## src/rtl/video_pkg.sv

```systemverilog
// rtl/video_pkg.sv - shared scanline encodings and colour widening for the video output stage
package video_pkg;

  typedef enum logic [1:0] {
    SL_OFF = 2'd0,
    SL_75  = 2'd1,
    SL_50  = 2'd2,
    SL_25  = 2'd3
  } sl_mode_e;

  // c holds a cw-bit colour in its low bits; its bits are repeated MSB-first to fill 8 bits
  function automatic logic [7:0] widen(input logic [7:0] c, input int cw);
    logic [7:0] w;
    w = '0;
    for (int i = 0; i < 8; i++) begin
      w[3'(7 - i)] = c[3'(cw - 1 - (i % cw))];
    end
    return w;
  endfunction

endpackage

```

## src/rtl/video_res_meter.sv

```systemverilog
// rtl/video_res_meter.sv - active pixels per line and active lines per frame, saturating
module video_res_meter
  import video_pkg::*;
#(
  parameter int CNT_W = 12
) (
  input  logic             CLK_VIDEO,
  input  logic             RESET_N,
  input  logic             en,
  input  logic             hde,
  input  logic             vde,
  input  logic             vs,
  output logic [CNT_W-1:0] hres,
  output logic [CNT_W-1:0] vres
);

  logic             hde_q;
  logic             vs_q;
  logic [CNT_W-1:0] pix_cnt;
  logic [CNT_W-1:0] line_cnt;
  logic             hde_fall;
  logic             vs_rise;
  logic             line_end;

  function automatic logic [CNT_W-1:0] sat_inc(input logic [CNT_W-1:0] c);
    return (c == '1) ? c : c + CNT_W'(1);
  endfunction

  assign hde_fall = hde_q & ~hde;
  assign vs_rise  = vs & ~vs_q;
  assign line_end = hde_fall & vde;

  always_ff @(posedge CLK_VIDEO or negedge RESET_N) begin
    if (!RESET_N) begin
      hde_q    <= 1'b0;
      vs_q     <= 1'b0;
      pix_cnt  <= '0;
      line_cnt <= '0;
      hres     <= '0;
      vres     <= '0;
    end else if (en) begin
      hde_q <= hde;
      vs_q  <= vs;
      if (hde) begin
        pix_cnt <= sat_inc(pix_cnt);
      end else if (hde_fall) begin
        hres    <= pix_cnt;
        pix_cnt <= '0;
      end
      // a line ending on the same update as the VSync rise still belongs to the closing frame
      if (vs_rise) begin
        vres     <= line_end ? sat_inc(line_cnt) : line_cnt;
        line_cnt <= '0;
      end else if (line_end) begin
        line_cnt <= sat_inc(line_cnt);
      end
    end
  end

endmodule

```

## src/rtl/video_mixer_ex.sv

```systemverilog
// rtl/video_mixer_ex.sv - final video output stage: widening, scanlines, DE, blanking, resolution
module video_mixer_ex
  import video_pkg::*;
#(
  parameter int CW          = 8,
  parameter int BLANK_BLACK = 1,
  parameter int HS_INV      = 0,
  parameter int VS_INV      = 0,
  parameter int CNT_W       = 12
) (
  input  logic             CLK_VIDEO,
  input  logic             RESET_N,
  input  logic             ce_pix,
  input  logic [CW-1:0]    R,
  input  logic [CW-1:0]    G,
  input  logic [CW-1:0]    B,
  input  logic             HSync,
  input  logic             VSync,
  input  logic             HBlank,
  input  logic             VBlank,
  input  logic [1:0]       sl_mode,
  input  logic             sl_phase,
  output logic             CE_PIXEL,
  output logic [7:0]       VGA_R,
  output logic [7:0]       VGA_G,
  output logic [7:0]       VGA_B,
  output logic             VGA_HS,
  output logic             VGA_VS,
  output logic             VGA_DE,
  output logic [CNT_W-1:0] HRES,
  output logic [CNT_W-1:0] VRES
);

  logic [7:0] a_r, a_g, a_b;
  logic       a_hde, a_vde, a_hs, a_vs;
  logic       b_hde, b_vs, parity;
  logic       hde_rise, vs_rise;
  logic       parity_nx, dim, de_nx, blank;
  logic [7:0] out_r, out_g, out_b;

  function automatic logic [7:0] shade(input logic [7:0] c, input logic [1:0] m);
    case (sl_mode_e'(m))
      SL_75:   return c - (c >> 2);
      SL_50:   return c >> 1;
      SL_25:   return c >> 2;
      default: return c;
    endcase
  endfunction

  assign hde_rise = a_hde & ~b_hde;
  assign vs_rise  = a_vs & ~b_vs;

  always_comb begin
    parity_nx = parity;
    if (vs_rise) begin
      parity_nx = 1'b0;
    end else if (hde_rise) begin
      parity_nx = ~parity;
    end
  end

  // the parity decision uses the post-update value so the first pixel of a line is already shaded
  assign dim   = (sl_mode_e'(sl_mode) != SL_OFF) && (parity_nx == sl_phase) && a_hde;
  assign de_nx = (a_hde != b_hde) ? (a_vde & a_hde) : VGA_DE;
  assign blank = (BLANK_BLACK != 0) && !de_nx;

  always_comb begin
    out_r = dim ? shade(a_r, sl_mode) : a_r;
    out_g = dim ? shade(a_g, sl_mode) : a_g;
    out_b = dim ? shade(a_b, sl_mode) : a_b;
    if (blank) begin
      out_r = '0;
      out_g = '0;
      out_b = '0;
    end
  end

  always_ff @(posedge CLK_VIDEO or negedge RESET_N) begin
    if (!RESET_N) begin
      CE_PIXEL <= 1'b0;
      a_r      <= '0;
      a_g      <= '0;
      a_b      <= '0;
      a_hde    <= 1'b0;
      a_vde    <= 1'b0;
      a_hs     <= 1'b0;
      a_vs     <= 1'b0;
      b_hde    <= 1'b0;
      b_vs     <= 1'b0;
      parity   <= 1'b0;
      VGA_R    <= '0;
      VGA_G    <= '0;
      VGA_B    <= '0;
      VGA_HS   <= 1'b0;
      VGA_VS   <= 1'b0;
      VGA_DE   <= 1'b0;
    end else begin
      CE_PIXEL <= ce_pix;
      a_r      <= widen(8'(R), CW);
      a_g      <= widen(8'(G), CW);
      a_b      <= widen(8'(B), CW);
      a_hde    <= ~HBlank;
      a_vde    <= ~VBlank;
      a_hs     <= HSync;
      a_vs     <= VSync;
      if (CE_PIXEL) begin
        VGA_R  <= out_r;
        VGA_G  <= out_g;
        VGA_B  <= out_b;
        VGA_HS <= a_hs ^ (HS_INV != 0);
        VGA_VS <= a_vs ^ (VS_INV != 0);
        VGA_DE <= de_nx;
        b_hde  <= a_hde;
        b_vs   <= a_vs;
        parity <= parity_nx;
      end
    end
  end

  video_res_meter #(
    .CNT_W(CNT_W)
  ) u_res_meter (
    .CLK_VIDEO(CLK_VIDEO),
    .RESET_N  (RESET_N),
    .en       (CE_PIXEL),
    .hde      (a_hde),
    .vde      (a_vde),
    .vs       (a_vs),
    .hres     (HRES),
    .vres     (VRES)
  );

endmodule

```

## config.mk

```make
export PLATFORM = sky130hd
export DESIGN_NAME = video_mixer_ex
export DESIGN_NICKNAME = d
export VERILOG_FILES = /design/src/rtl/video_pkg.sv /design/src/rtl/video_res_meter.sv /design/src/rtl/video_mixer_ex.sv
export SDC_FILE = /design/constraint.sdc
export NUM_CORES = 1
export LEC_CHECK = 0
export BUFFER_PORTS_ARGS = -buffer_cell sky130_fd_sc_hd__buf_4
export CAP_MARGIN = 10
export CORE_MARGIN = 5
export CORE_UTILIZATION = 55
export CTS_CLUSTER_DIAMETER = 100
export DETAILED_ROUTE_END_ITERATION = 7
export PLACE_DENSITY = 0.84
export REMOVE_ABC_BUFFERS = 1
export SLEW_MARGIN = 20
export SYNTH_ARGS = -nofsm -noshare
export SYNTH_HDL_FRONTEND = slang
export SYNTH_HIERARCHICAL = 1
export SYNTH_SLANG_ARGS = --single-unit
```

## constraint.sdc

```tcl
create_clock -name CLK_VIDEO -period 2.45 [get_ports CLK_VIDEO]
set_input_delay 0.3675 -clock CLK_VIDEO [delete_from_list [all_inputs] [get_ports CLK_VIDEO]]
set_output_delay 0.3675 -clock CLK_VIDEO [all_outputs]
set_load 0.01 [all_outputs]
```

==> results by group <==
Finish
  • Number of filler instances in the final layout: 579
  • Sequential cell area: 2177 um^2
  • Relative area change from synthesis to final layout: 19.14%
  • Multi-input gate area in the final layout: 1938 um^2
  • Layout cell share with drive strength beyond 1: 22.82%
  • Most frequent standard cell in the layout excluding fill and tap cells: dfrtp_1
  • Net count, final: 558
  • Ant diodes: 0
  • Most used cells in the layout excluding fill and tap cells: dfrtp_1 (87), buf_4 (84), nand2_1 (77)
  • Post-Layout Cell Count: 619

Detailed routing
  • Number of vias after detailed routing: 3545
  • Count of unresolved DRC violations after routing: 0
  • Detail-routed net length per standard cell: 15.67 um
  • First-pass detailed-route iteration total: 4
  • Total wire length after detailed routing: 9697 um
  • Post-route antenna net violation count: 0
  • Iter 0 DRT Violations: 258
  • Vias per cell: 5.727

Critical path
  • Slowest stage delay, CP: 0.39 ns
  • Data required time of the worst path: 2.69 ns
  • Buffers & Inverters on Critical Path: 1
  • Beginning of the worst register-to-register path: a_hde
  • Worst R2R Setup Slack: 0.35 ns
  • Crit path max-delay family: compound AO/OA/AOI/OAI gates
  • Depth of the critical timing path with buffers and inverters included: 6
  • Standard cell with the maximum stage delay on the critical path: dfrtp_1
  • Largest driver fanout on the critical path: 11
  • Worst setup path endpoint: VGA_G[0]
  • Worst setup SP type: register
  • Worst setup path start: a_hde
  • CP Capture Type: register
  • Reg-to-reg critical path endpoint: VGA_G[0]
  • Worst path cell trace: ha_1, and4b_1, a31oi_2, buf_4, nor2_1, a221o_1
  • Crit path arrival time: 2.34 ns
  • Number of cells on the worst reg-to-reg path: 6
  • Critical path class: register to register

STA
  • Post-route worst setup slack: 0.3497 ns
  • Number of failing hold endpoints at the final stage: 0
  • Least-Margin Pin Slew: 0.5811 ns
  • TNS Setup: 0 ns
  • Total setup violations reported at the end of the flow: 0
  • Minimum clock period after layout: 2.100 ns
  • Count of pins over their slew limit: 0
  • Skew final: 0.01513 ns
  • Final hold slack: 0.01802 ns
  • Headroom to the max-slew limit: 61.26%
  • Fmax: 476.1 MHz
  • Setup repair after global routing missed its margin: no
  • Final cycle utilization of the critical path: 85.73%

Hold path
  • Type of the worst min-delay path: input pin to async pin

Logic synthesis
  • Post-Syn Instances: 443
  • Seq cells post-synth: 87
  • Warnings, synthesis: 6
  • Average instance area after synthesis: 9.815 um^2
  • Synth area leaders: dfrtp_1 (50%), nand2_1 (6.6%), ha_1 (2.6%)
  • Number of enable flip-flop cells after synthesis: 0
  • Syn Std Cell Area: 4348 um^2
  • Distinct cell type count of the synthesized netlist: 60
  • Most area-hungry cell type in the Yosys netlist: dfrtp_1
  • Share of flip-flops with an asynchronous set or reset: 100.0%
  • Top FF cell, synth: dfrtp_1
  • Sequential-to-total area share from yosys stat: 50.07%
  • Fraction of synthesized cell area taken by the top area cell type: 50.07%

CTS
  • Number of H-tree levels: 3
  • Number of buffers added by the clock tree synthesis step: 9
  • CTS sink count: 87
  • Post-CTS setup repair buffer count: 0
  • Clock edge transition at the registers on the reported setup and hold paths: 0.08 ns
  • Clock Latency Late Sink: 0.35 ns
  • Hold buffer count at cts: 0
  • Master cell of the clock root buffer: clkbuf_8
  • TritonCTS clock tree: done
  • Number of gates resized after cts: 0
  • Maximum clock path buffer count: 2

Flow run
  • Number of maximum-capacitance violations: 0

Place
  • Placer's final routability congestion estimate: 0.8869
  • Dpl ws: 0.3657 ns
  • Placed wire-length estimate after detailed placement: 6925 um
  • Placed Cells: 603
  • Number of I/O port buffers: 73

Floorplan
  • Initial Util: 56.27%
  • Die span in x: 98.91 um
  • Area of the placeable core: 7727 um^2
  • Overall die height: 98.91 um
  • Overall die area: 9783 um^2
  • Count of pins on the block boundary: 86
  • Floorplan row count: 32

Power
  • Overall power of the completed layout: 3.129 mW
  • Leakage: 2.478 nW
  • Pwr per Cell Area: 604.0 nW/um^2
  • Worst IR drop on VDD: 0.0003592 V

Global route
  • Total congestion overflow after global routing: 0
  • Overall routing resource usage: 20.52%
  • Vias in the first global route: 3489
  • Antenna violations before repair: 0
  • Largest net degree at the start of global routing: 45
  • First-pass GRT wire length: 16500 um

Run status
  • Outcome: completed
layer usage:
| layer | track usage (%) | routed length (um) | vias up |
|---|---|---|---|
| met5 | 0 | 0 | - |
| met4 | 6.618 | 104 | 0 |
| met3 | 5.945 | 610 | 11 |
| met2 | 34.09 | 5041 | 108 |
| met1 | 25.84 | 3941 | 1727 |
| li1 | - | - | 1699 |
cells in the mapped netlist (all sizes together) (3+ instances only):
library cell,instances
a21o,5
nor2b,5
xnor2,9
nor4,3
ha,9
nor3b,3
nand3,20
a211oi,3
buf,18
mux2i,7
nand2,77
mux2,6
o211ai,4
o21ai,29
clkbuf,9
nor2,25
inv,17
a21oi,20
or4,3
dfrtp,87
o2bb2ai,6
a22oi,3
or3,4
nand2b,4
fa,3
xor2,6
nand4,3
a31oi,6
a221o,5
nor3,18
worst min path at each step:
stage / endpoint / slack, ns / cells past startpoint / from
after global routing: u_res_meter/hres[1] / 0.05 / 1 / RESET_N
after CTS: u_res_meter/hres[11] / 0.02 / 1 / RESET_N
after detailed placement: VGA_HS / 0.41 / 1 / RESET_N
after floorplan: CE_PIXEL / 0.07 / 0 / RESET_N
after global placement: VGA_HS / 0.39 / 1 / RESET_N
final: VGA_R[1] / 0.02 / 1 / RESET_N
sequential cells by signal, summed over array words and instances (netlist names), 5 cells and up:
| signal | flops |
|---|---|
| u_res_meter/vres | 12 |
| u_res_meter/pix_cnt | 12 |
| VGA_G | 5 |
| VGA_B | 5 |
| VGA_R | 5 |
| u_res_meter/hres | 12 |
| u_res_meter/line_cnt | 12 |
report_power, final:
| group | total (mW) | internal (mW) | switching, mW |
|---|---|---|---|
| Combinational | 0.440 | 0.197 | 0.243 |
| Sequential | 1.59 | 1.51 | 0.0722 |
| Clock | 1.10 | 0.603 | 0.501 |
layout make-up:
type	instances	share of cell area, %
Timing Repair Buffer	85	12.56
Tap cell	102	2.464
Sequential cell	87	42.03
Multi-Input combinational cell	312	37.42
Inverter	17	1.232
Clock inverter	5	1.570
Clock buffer	11	2.729
logic make-up (layout without fill, tap and decap cells):
logic type / count (synthesis) / after routing / share of synthesized area [%]
AND/OR/NAND/NOR: 177 / 177 / 19.91
AO/OA/AOI/OAI: 95 / 95 / 14.50
flip-flops: 87 / 87 / 50.07
buffers and inverters: 44 / 118 / 5.352
XOR/XNOR: 15 / 15 / 3.022
multiplexers: 13 / 13 / 3.165
adder cells (fa/ha/maj): 12 / 12 / 3.971
worst register-to-register path, delay by kind of cell (launching register included):
family	cells	cell delay [ns]
buffers and inverters	1	0.27
and+or+nand+nor	2	0.30
AOI/OAI and AO/OA	2	0.69
adders and majority gates	1	0.35
DFF	1	0.39
through the flow:
stage               util [%]  cell area [um^2]
floorplan                  -              4179
global placement       64.15              4957
detailed placement     64.15              4957
CTS                    67.03              5180
global route           67.03              5180
finish                 67.03              5180
(Power assumes the default switching activity.)
